### src/rtl/wb_arbiter_pkg.sv
// Shared core definitions: register-index width and the hard-wired zero register.
package wb_arbiter_pkg;
  localparam int unsigned RegIdxW = 5;
  typedef logic [RegIdxW-1:0] reg_idx_t;
  localparam reg_idx_t RegX0 = '0;
endpackage

### src/rtl/wb_load_fifo.sv
// Circular load-return queue; also exposes per-slot tags and valid flags so the
// owner can compare destinations of everything still waiting.
module wb_load_fifo #(
  parameter int unsigned Depth = 2,
  parameter int unsigned Width = 37,
  parameter int unsigned TagW  = 5,
  localparam int unsigned PtrW = (Depth > 1) ? $clog2(Depth) : 1,
  localparam int unsigned CntW = $clog2(Depth + 1)
) (
  input  logic                       i_clk,
  input  logic                       i_rst_n,
  input  logic                       i_push,
  input  logic [Width-1:0]           i_data,
  input  logic                       i_pop,
  output logic [Width-1:0]           o_head,
  output logic [CntW-1:0]            o_count,
  output logic [Depth-1:0][TagW-1:0] o_tags,
  output logic [Depth-1:0]           o_valid
);

  logic [Width-1:0] r_mem [Depth];
  logic [PtrW-1:0]  r_head;
  logic [PtrW-1:0]  r_tail;
  logic [CntW-1:0]  r_count;

  function automatic logic [PtrW-1:0] ptr_inc(input logic [PtrW-1:0] p);
    return (p == PtrW'(Depth - 1)) ? '0 : p + PtrW'(1);
  endfunction

  always_ff @(posedge i_clk) begin
    if (!i_rst_n) begin
      r_head  <= '0;
      r_tail  <= '0;
      r_count <= '0;
    end else begin
      if (i_push) r_tail <= ptr_inc(r_tail);
      if (i_pop)  r_head <= ptr_inc(r_head);
      case ({i_push, i_pop})
        2'b10:   r_count <= r_count + CntW'(1);
        2'b01:   r_count <= r_count - CntW'(1);
        default: r_count <= r_count;
      endcase
    end
  end

  always_ff @(posedge i_clk) begin
    if (i_push) r_mem[r_tail] <= i_data;
  end

  assign o_head  = r_mem[r_head];
  assign o_count = r_count;

  // A slot is live when its distance from the head, modulo Depth, is below the count.
  always_comb begin
    o_valid = '0;
    o_tags  = '0;
    for (int unsigned i = 0; i < Depth; i++) begin
      o_valid[i] = ((i + Depth - 32'(r_head)) % Depth) < 32'(r_count);
      o_tags[i]  = r_mem[i][Width-1 -: TagW];
    end
  end

endmodule

### src/rtl/wb_arbiter.sv
// Write-back arbiter: fixed-latency ALU results take priority over queued load
// returns for the single register-file write port; flags source hazards on queued loads.
module wb_arbiter
  import wb_arbiter_pkg::*;
#(
  parameter int unsigned DataWidth = 32,
  parameter int unsigned Depth     = 2
) (
  input  logic                 clk_i,
  input  logic                 rst_n_i,
  input  logic                 alu_valid_i,
  input  logic [RegIdxW-1:0]   alu_rd_i,
  input  logic [DataWidth-1:0] alu_data_i,
  input  logic                 ld_valid_i,
  output logic                 ld_ready_o,
  input  logic [RegIdxW-1:0]   ld_rd_i,
  input  logic [DataWidth-1:0] ld_data_i,
  output logic                 wb_en_o,
  output logic [RegIdxW-1:0]   wb_rd_o,
  output logic [DataWidth-1:0] wb_data_o,
  input  logic [RegIdxW-1:0]   rs1_i,
  input  logic [RegIdxW-1:0]   rs2_i,
  output logic                 hazard_o,
  output logic                 busy_o
);

  localparam int unsigned EntryW = DataWidth + RegIdxW;
  localparam int unsigned CntW   = $clog2(Depth + 1);

  logic [EntryW-1:0]                 w_head;
  logic [CntW-1:0]                   w_count;
  logic [Depth-1:0][RegIdxW-1:0]     w_tags;
  logic [Depth-1:0]                  w_valid;
  logic                              w_push;
  logic                              w_pop;
  logic                              w_alu_win;
  logic                              w_hazard;
  logic                              r_wb_en;
  logic [RegIdxW-1:0]                r_wb_rd;
  logic [DataWidth-1:0]              r_wb_data;

  assign ld_ready_o = rst_n_i & (w_count < CntW'(Depth));
  assign busy_o     = rst_n_i & (w_count != '0);

  // Loads to x0 complete the handshake but never occupy a slot.
  assign w_push    = ld_valid_i & ld_ready_o & (ld_rd_i != RegX0);
  assign w_alu_win = alu_valid_i & (alu_rd_i != RegX0);
  assign w_pop     = rst_n_i & ~w_alu_win & (w_count != '0);

  wb_load_fifo #(
    .Depth (Depth),
    .Width (EntryW),
    .TagW  (RegIdxW)
  ) u_fifo (
    .i_clk   (clk_i),
    .i_rst_n (rst_n_i),
    .i_push  (w_push),
    .i_data  ({ld_rd_i, ld_data_i}),
    .i_pop   (w_pop),
    .o_head  (w_head),
    .o_count (w_count),
    .o_tags  (w_tags),
    .o_valid (w_valid)
  );

  // Only registered slots are compared, so a same-cycle enqueue is invisible
  // while a same-cycle dequeue still counts.
  always_comb begin
    w_hazard = 1'b0;
    for (int unsigned i = 0; i < Depth; i++) begin
      if (w_valid[i] && (w_tags[i] != RegX0) &&
          ((w_tags[i] == rs1_i) || (w_tags[i] == rs2_i))) begin
        w_hazard = 1'b1;
      end
    end
  end

  assign hazard_o = rst_n_i & w_hazard;

  always_ff @(posedge clk_i) begin
    if (!rst_n_i) begin
      r_wb_en   <= 1'b0;
      r_wb_rd   <= '0;
      r_wb_data <= '0;
    end else begin
      r_wb_en <= w_alu_win | w_pop;
      if (w_alu_win) begin
        r_wb_rd   <= alu_rd_i;
        r_wb_data <= alu_data_i;
      end else if (w_pop) begin
        r_wb_rd   <= w_head[EntryW-1 -: RegIdxW];
        r_wb_data <= w_head[DataWidth-1:0];
      end
    end
  end

  assign wb_en_o   = r_wb_en;
  assign wb_rd_o   = r_wb_rd;
  assign wb_data_o = r_wb_data;

endmodule

### config.mk
export PLATFORM = sky130hd
export DESIGN_NAME = wb_arbiter
export DESIGN_NICKNAME = d
export VERILOG_FILES = /design/src/rtl/wb_arbiter_pkg.sv /design/src/rtl/wb_load_fifo.sv /design/src/rtl/wb_arbiter.sv
export SDC_FILE = /design/constraint.sdc
export NUM_CORES = 1
export LEC_CHECK = 0
export CAP_MARGIN = 15
export CORE_MARGIN = 10
export CORE_UTILIZATION = 25
export CTS_CLUSTER_DIAMETER = 150
export DETAILED_ROUTE_END_ITERATION = 16
export GPL_ROUTABILITY_DRIVEN = 0
export SLEW_MARGIN = 20
export SYNTH_ARGS = -nofsm -noshare
export SYNTH_HDL_FRONTEND = slang
export SYNTH_SLANG_ARGS = --single-unit
export TNS_END_PERCENT = 1
### constraint.sdc
create_clock -name clk_i -period 7.55 [get_ports clk_i]
set_input_delay 1.51 -clock clk_i [delete_from_list [all_inputs] [get_ports clk_i]]
set_output_delay 1.51 -clock clk_i [all_outputs]
set_load 0.03 [all_outputs]
==> results of run 1 <==
routing by layer:
layer	track usage, %	up-vias
met5	0	-
li1	-	1682
met4	2.80	0
met2	16.6	86
met1	11.9	1708
met3	3.53	13
per-stage QoR:
step | instance area, sq um | setup slack, ns | util [%] | hold WS, ns
floorplan | 5180 | 3.04 | - | 0.468
CTS | 7290 | 2.00 | 35.9 | 0.535
finish | 7290 | 2.05 | 35.9 | 0.529
global route | 7290 | 1.88 | 35.9 | 0.579
global placement | 6710 | 2.05 | 33.0 | 0.485
detailed placement | 6710 | 1.99 | 33.0 | 0.522
final cells by class:
cell class              instances  area, sq um  share of cell area [%]
well taps                     270          338                    4.64
repair buffers                134         1330                    18.2
inverters                       1         3.75                  0.0515
flip-flops and latches        117         3080                    42.3
clock buffers                  17          425                    5.84
multi-input cells             245         1960                    26.8
clock inverters                15          155                    2.13
path summary, 6_finish.rpt:
check                    start                   to  slack (ns)  cells past startpoint
max                    rst_n_i               busy_o        2.05                      3
min              u_fifo.r_head                 flop        0.53                      1
max reg2reg  u_fifo.o_count[1]  u_fifo.r_mem[1][34]        5.32                      4
min reg2reg      u_fifo.r_head                 flop        0.53                      1
cells by family after synthesis:
kind of cell,Yosys count
AOI/OAI and AO/OA,88
DFF,117
adders and majority gates,1
and+or+nand+nor,95
muxes,39
xor gates and xnor gates,22
buffers and inverters,26
sequential cells by signal, indices dropped and copies added, names as in the netlist, named ones only:
name            flops
u_fifo.o_count      2
wb_data_o          32
u_fifo.r_mem       74
u_fifo.r_head       1
u_fifo.r_tail       1
wb_rd_o             5
wb_en_o             1
power breakdown:
| part | leakage, nW | switching [mW] | internal, mW | total (mW) |
|---|---|---|---|---|
| combinational | 1.06 | 0.151 | 0.138 | 0.289 |
| clock | 0.268 | 0.294 | 0.487 | 0.781 |
| sequential | 1.03 | 0.0292 | 0.720 | 0.749 |
| total | 2.36 | 0.474 | 1.35 | 1.82 |
cells in the final DEF, fill, tap and decap left out, types with 3 or more instances in the layout:
master / count
xor2_1: 20
buf_4: 6
o211ai_1: 9
clkbuf_16: 17
clkdlybuf4s50_1: 128
nand2_1: 75
nor3_1: 4
edfxtp_1: 74
clkinv_2: 3
o211ai_2: 28
clkinvlp_4: 6
mux2i_1: 39
nor2_1: 4
dfxtp_1: 42
inv_6: 4
a21boi_1: 9
a21boi_2: 28
or4_1: 3
==> out/metrics.cfg, run 1 <==
[outcome]
status = finished, final reports clean

[global_route]
grt_start_max_net_pins = 46
first_global_vias = 3821
antenna_found_initial = 0
grtUsageTotal_pct = 9.97
grt_first_pass_wirelength_mm = 20.8
grt-ovfl-total = 0

[clock_network]
insertion_delay_ns = 0.40
cts_tree = yes
post-cts-setup-buffers = 0
root_buffer = clkbuf_16
htreeDepth = 4
cts_resized = 0
cts_buffers = 17
hold_buffers = 0
clk_pin_slew_ns = 0.05
clock_sinks = 117
clockBufferDepth = 2

[routing]
wl_met2_mm = 6.47
dr_wl_met3_microns = 729
antenna_left = 0
drc = 0
drt-vias-per-instance = 4.37
drt-pass1-iter-count = 4
num_vias = 3489
wire_per_inst_microns = 16.6
drtIter0Drc = 121
routed_wl_mm = 13.3
dr.max_layer_used = met4
drt-met1-wl_mm = 5.94

[sta]
setup_viol = 0
finalSetupTns_ns = 0
worst_pin_slew_ns = 1.01
timing.fmax_mhz = 182
maxSlewHeadroom_pct = 32.4
worst_clock_skew_ns = 0.00563
fin_crit_sh_pct = 72.9
rsz0062_at_grt = false
finalCriticalPeriod_ns = 5.50
slew_viol_final = 0
hold_viol = 0

[critical_path]
path_common_cell = clkdlybuf4s50_1
cp_cell_sequence = clkdlybuf4s50_1 -> o21a_4 -> clkdlybuf4s50_1
cp_slowest_cell = clkdlybuf4s50_1
slowest_delay_ns = 1.13
worst_setup_path_start_kind = input pin
worstSetupPathType = input pin to output port
cp_max_fo = 33
worst_setup_path_end_kind = output port
critPathRequiredTime_ns = 6.04
crit_buf_inv = 2
cp.arrival_ns = 3.99
cp_top_family = buffers and inverters

[logic_synthesis]
synth_edf_count = 74
syn_nets = 477
synthTopCellsByCount = nand2_1, edfxtp_1, dfxtp_1, mux2i_1
synth_cell_types = 35
async_reset_ff_share_pct = 0
synthTopCellsByArea = edfxtp_1, dfxtp_1, mux2i_1
muxShareOfSynthArea_pct = 7.53
yosys.area_share.adder_pct = 0.241
yosysSeqAreaShare_pct = 59.5
synth_area_sq_mm = 0.00518
synth.most_common_cell = nand2_1
synth_area_leader_cell = edfxtp_1
synth_top_family_by_area = compound AO/OA/AOI/OAI gates
avgSynthCellArea_sq_um = 13.4
synthFlopType = edfxtp_1
synth.ff_latch_count = 117
synth_compound_area_share_pct = 18.0
synthCells = 388
ys_warn_count = 0
synth_top_area_share_pct = 42.9
synth-xor-area-share_pct = 3.72
synth_simple_gate_area_share_pct = 7.65

[layout]
nets = 605
antenna_cells = 0
final-instance-count-excl-fill = 799
fill_cells = 2033
areaGrowthSynthToFinish_pct = 40.6
drive_above_1_share_pct = 19.7

[die]
io_pins = 129
fp.dieArea_sq_mm = 0.0269
die_w_microns = 164
die_h_microns = 164
coreArea_sq_mm = 0.0203
rows = 52
start_util_pct = 25.5

[run]
max-cap-violations = 0

[pwr]
p_leak_nw = 2.36
power-per-cell-area_mw_per_mm2 = 250
finalPower_mw = 1.82
ir_drop_uv = 142

[placed_design]
post-place-cells = 767
hpwlAfterDp_mm = 9.44
portBuffers = 128

[hold_path]
min_path_type = flop to flop

Note: power is estimated with default switching activity, not from simulation.
==> run 2: changes to the inputs <==
==> constraint.sdc (replaced) <==
create_clock -name clk_i -period 4.86 [get_ports clk_i]
set_input_delay 0.972 -clock clk_i [delete_from_list [all_inputs] [get_ports clk_i]]
set_output_delay 0.972 -clock clk_i [all_outputs]
set_load 0.03 [all_outputs]
==> run 2 against run 1 <==
  * Hold slack worse by 0.013 ns
  * Final cell count is 0.13% higher
  * Sequential cell count stayed put
  * Global-route usage is 0.38 points higher
  * Critical path type unchanged
  * Die area stayed put
  * Total power is 65% higher
  * First-iteration DRC count is 12% higher
  * Combinational power is 62% higher
==> out/metrics.cfg, run 2 (synthesized netlist as in run 1, its figures left out) <==
[outcome]
status = finished, final reports clean

[clock_network]
clockBufferDepth = 2
cts_buffers = 17
cts_resized = 0
htreeDepth = 4
cts_tree = yes
hold_buffers = 0
insertion_delay_ns = 0.41
clk_pin_slew_ns = 0.06
clock_sinks = 117
post-cts-setup-buffers = 0
root_buffer = clkbuf_16

[global_route]
antenna_found_initial = 0
first_global_vias = 3831
grt_start_max_net_pins = 42
grtUsageTotal_pct = 10.4
grt-ovfl-total = 0
grt_first_pass_wirelength_mm = 21.5

[pwr]
ir_drop_uv = 223
p_leak_nw = 2.41
power-per-cell-area_mw_per_mm2 = 407

[routing]
drtIter0Drc = 135
routed_wl_mm = 13.9
antenna_left = 0
num_vias = 3509
drt-vias-per-instance = 4.39
wire_per_inst_microns = 17.3
drt-pass1-iter-count = 4
drc = 0

[sta]
finalCriticalPeriod_ns = 3.76
worst_clock_skew_ns = 0.00611
setup_viol = 0
finalSetupTns_ns = 0
slew_viol_final = 0
timing.fmax_mhz = 266
rsz0062_at_grt = false
fin_crit_sh_pct = 77.3
worst_pin_slew_ns = 0.740
hold_viol = 0
maxSlewHeadroom_pct = 50.7

[critical_path]
reg2reg_slack_ns = 2.62
reg2reg_from = u_fifo.o_count[1]
worstSetupPathType = input pin to output port
reg2reg_to = u_fifo.o_count[1]
rr_worst_depth = 6
worst_setup_path_start_kind = input pin
critPathRequiredTime_ns = 3.89
cp_max_fo = 2
worst_setup_path_end_kind = output port
cp.arrival_ns = 2.78
crit_path_start = rs1_i[4]

[run]
max-cap-violations = 0

[placed_design]
portBuffers = 128
hpwlAfterDp_mm = 9.51
placed_area_sq_mm = 0.00674

[hold_path]
min_path_type = flop to flop
whs_path_depth = 1
min_from = u_fifo.r_head

[layout]
antenna_cells = 0
fill_cells = 1977
final_area_sq_mm = 0.00739
regMostFlops = u_fifo.r_mem
areaGrowthSynthToFinish_pct = 42.7
layout_commonest_cell = clkdlybuf4s50_1
final_cell_mix = clkdlybuf4s50_1, nand2_1, edfxtp_1
drive_above_1_share_pct = 19.6
nets = 606
final_util_pct = 36.4
largest_reg_flops = 74

[die]
rows = 52
die_w_microns = 164
coreArea_sq_mm = 0.0203
fp.dieArea_sq_mm = 0.0269
die_h_microns = 164
start_util_pct = 25.5
io_pins = 129

==> run 2: cell types whose count changed in the layout (fill, tap and decap cells not counted), sizes merged <==
cell / change
bufinv: +3
buf: +1
clkinvlp: -2
inv: -1
==> run 2: layout make-up <==
cell class	instances	area (sq um)	share of cell area [%]
clock buffer	17	425	5.75
clock inverter	15	228	3.08
inverter	1	3.75	0.0508
multi-input combinational	245	1960	26.5
sequential	117	3080	41.7
tap	270	338	4.57
timing repair buffer	135	1360	18.4
==> run 2: how the worst max path moves through the flow <==
stage	endpoint	slack, ns	depth (start not counted)
floorplan	u_fifo.r_mem[0][0]	0.88	4
global placement	hazard_o	1.13	6
detailed placement	hazard_o	1.12	6
CTS	hazard_o	1.11	6
global route	hazard_o	1.0	6
finish	hazard_o	1.10	6
==> run 2: report_power, final <==
group	total, mW	internal, mW	switching [mW]
Sequential	1.15	1.12	0.0338
Combinational	0.468	0.219	0.249
Clock	1.39	0.914	0.473
==> run 2: critical path, cell delays in order <==
cell and delay [ns]:
clkdlybuf4s50_1 0.47, xor2_1 0.17, nor3_1 0.21, a22oi_1 0.11, o22ai_1 0.15, clkdlybuf4s50_1 0.70
==> run 2: through the flow <==
stage | total power, mW | hold slack [ns] | setup WS [ns] | std cells
2_1_floorplan | 1.45 | 0.468 | 0.883 | 388
3_3_place_gp | 1.64 | 0.485 | 1.13 | 768
5_1_grt | 3.14 | 0.591 | 0.998 | 800
3_5_place_dp | 1.65 | 0.505 | 1.12 | 768
4_1_cts | 3.05 | 0.519 | 1.11 | 800
6_report | 3.01 | 0.517 | 1.10 | 800
==> run 2: routing by layer <==
metal / global-route usage, % / share of wire, % / up-vias
met5: 0 / 0 / -
met4: 3.49 / 1.1 / 0
met3: 3.73 / 6.4 / 11
met2: 17.1 / 48 / 103
met1: 12.2 / 44 / 1709
li1: - / - / 1686
==> run 3: changes to the inputs <==
==> constraint.sdc (replaced) <==
create_clock -name clk_i -period 3.4 [get_ports clk_i]
set_input_delay 0.68 -clock clk_i [delete_from_list [all_inputs] [get_ports clk_i]]
set_output_delay 0.68 -clock clk_i [all_outputs]
set_load 0.03 [all_outputs]
==> run 3 against run 2 <==
  * Die area did not move
  * Global-route usage is 0.15 points lower
  * Setup slack got worse by 0.88 ns
  * Utilization rose by 0.099 points
  * Routed wire length down 2.2%
  * Hold slack gained 0.0075 ns
  * First-iteration DRC count shrank 10%
  * Clock-buffer cell count grew 6
==> out/metrics.cfg, run 3 (synthesized netlist as in run 1, its figures left out) <==
[die]
die_w_microns = 164
io_pins = 129
coreArea_sq_mm = 0.0203
fp.dieArea_sq_mm = 0.0269
die_h_microns = 164
rows = 52
start_util_pct = 25.5

[layout]
fill_cells = 1985
areaGrowthSynthToFinish_pct = 43.0
regMostFlops = u_fifo.r_mem
largest_reg_flops = 74
nets = 607
layout_commonest_cell = clkdlybuf4s50_1
final_cell_mix = clkdlybuf4s50_1, nand2_1, edfxtp_1
final_area_sq_mm = 0.00741
final_util_pct = 36.5
antenna_cells = 0
drive_above_1_share_pct = 19.8

[critical_path]
crit_path_start = rs2_i[4]
reg2reg_to = u_fifo.o_count[1]
worst_setup_path_end_kind = output port
reg2reg_from = u_fifo.o_count[1]
cp.arrival_ns = 2.49
worst_setup_path_start_kind = input pin
worstSetupPathDepth = 6
cp_slowest_cell = clkdlybuf4s50_1
worstSetupPathType = input pin to output port
rr_worst_depth = 5
crit_buf_inv = 2
slowest_delay_ns = 0.70
cp_cell_sequence = clkdlybuf4s50_1 -> xor2_1 -> nor3_1 -> a22oi_1 -> o22ai_1 -> clkdlybuf4s50_1
path_common_cell = clkdlybuf4s50_1
cp_max_fo = 2
critPathRequiredTime_ns = 2.72
cp_top_family = buffers and inverters
reg2reg_slack_ns = 1.37
crit_end = hazard_o

[placed_design]
hpwlAfterDp_mm = 9.50
portBuffers = 128
placed_area_sq_mm = 0.00674

[pwr]
p_int_mw = 3.24
power-per-cell-area_mw_per_mm2 = 574
finalPower_mw = 4.26
p_clk_share_pct = 45.4
switchingPower_mw = 1.02
switching_share_pct = 23.9
power.share.combinational_pct = 15.4
ir_drop_uv = 321
p_leak_nw = 2.44
seqPwrFrac_pct = 39.2

[clock_network]
clock_sinks = 117
cts_tree = yes
cts_resized = 0
hold_buffers = 0
clk_pin_slew_ns = 0.05
clockBufferDepth = 2
htreeDepth = 4
post-cts-setup-buffers = 0
root_buffer = clkbuf_16
cts_buffers = 17
insertion_delay_ns = 0.41

[routing]
drt-vias-per-instance = 4.29
antenna_left = 0
drtIter0Drc = 121
routed_wl_mm = 13.6
drt-pass1-iter-count = 4
drc = 0
wire_per_inst_microns = 16.9
num_vias = 3439

[outcome]
status = finished, final reports clean

[sta]
slew_viol_final = 0
fin_crit_sh_pct = 93.4
finalSetupTns_ns = 0
whs_ns = 0.524
worst_clock_skew_ns = 0.0160
finalCriticalPeriod_ns = 3.17
timing.fmax_mhz = 315
maxSlewHeadroom_pct = 49.1
setup_viol = 0
hold_viol = 0
worst_pin_slew_ns = 0.764
rsz0062_at_grt = false

[run]
max-cap-violations = 0

[hold_path]
min_path_type = flop to flop
whs_path_depth = 1

[global_route]
grtUsageTotal_pct = 10.2
grt_start_max_net_pins = 54
first_global_vias = 3809
grt-ovfl-total = 0
grt_first_pass_wirelength_mm = 21.2
antenna_found_initial = 0

==> run 3: cell types whose count changed in the layout (fill, tap and decap cells not counted), moves of 2 or more <==
| cell | previous run | this run |
|---|---|---|
| clkbuf_8 | 0 | 3 |
| buf_16 | 0 | 2 |
| clkdlybuf4s50_1 | 128 | 126 |
| clkinv_2 | 0 | 3 |
| clkinvlp_4 | 4 | 1 |
| clkbuf_1 | 0 | 2 |
| inv_6 | 3 | 0 |
| clkinv_4 | 2 | 0 |
==> run 3: stage by stage <==
step,cells,setup slack [ns]
3_3_place_gp,767,0.252
2_1_floorplan,388,-0.281
3_5_place_dp,768,0.217
4_1_cts,800,0.212
6_report,801,0.226
5_1_grt,801,0.153
==> run 3: layer usage <==
| layer | up-vias | track usage [%] | routed length (microns) |
|---|---|---|---|
| met5 | - | 0 | 0 |
| met4 | 0 | 3.29 | 117 |
| met3 | 8 | 3.80 | 940 |
| met2 | 97 | 17.3 | 6780 |
| met1 | 1658 | 11.7 | 5710 |
| li1 | 1676 | - | - |
==> run 3: area by class of cell <==
type	count	area (sq um)	area share [%]
sequential	117	3080	41.6
multi-input combinational	245	1960	26.4
timing repair buffer	136	1390	18.7
clock buffer	23	499	6.73
tap	270	338	4.56
clock inverter	9	146	1.97
inverter	1	3.75	0.0506
==> run 3: worst min-delay path by stage <==
stage,from,end,slack [ns]
finish,u_fifo.r_head,flop,0.52
global route,u_fifo.r_head,u_fifo.r_head,0.53
CTS,u_fifo.r_head,flop,0.52
detailed placement,u_fifo.r_head,flop,0.51
global placement,u_fifo.r_head,u_fifo.r_head,0.48
floorplan,u_fifo.r_head,flop,0.47
==> run 3: power groups by stage <==
stage | registers (mW) | clock network (mW) | logic, mW
after floorplan | 1.74 | 0 | 0.330
after global placement | 1.69 | 0 | 0.643
after detailed placement | 1.70 | 0 | 0.664
after CTS | 1.67 | 1.98 | 0.666
after global routing | 1.68 | 2.04 | 0.708
final | 1.67 | 1.93 | 0.657
==> run 3: worst register-to-register path, stage by stage (launching register included) <==
cell	delay, ns
dfxtp_1	0.44
o21a_4	0.42
and2_2	0.27
ha_1	0.28
or3_1	0.36
a21boi_0	0.19
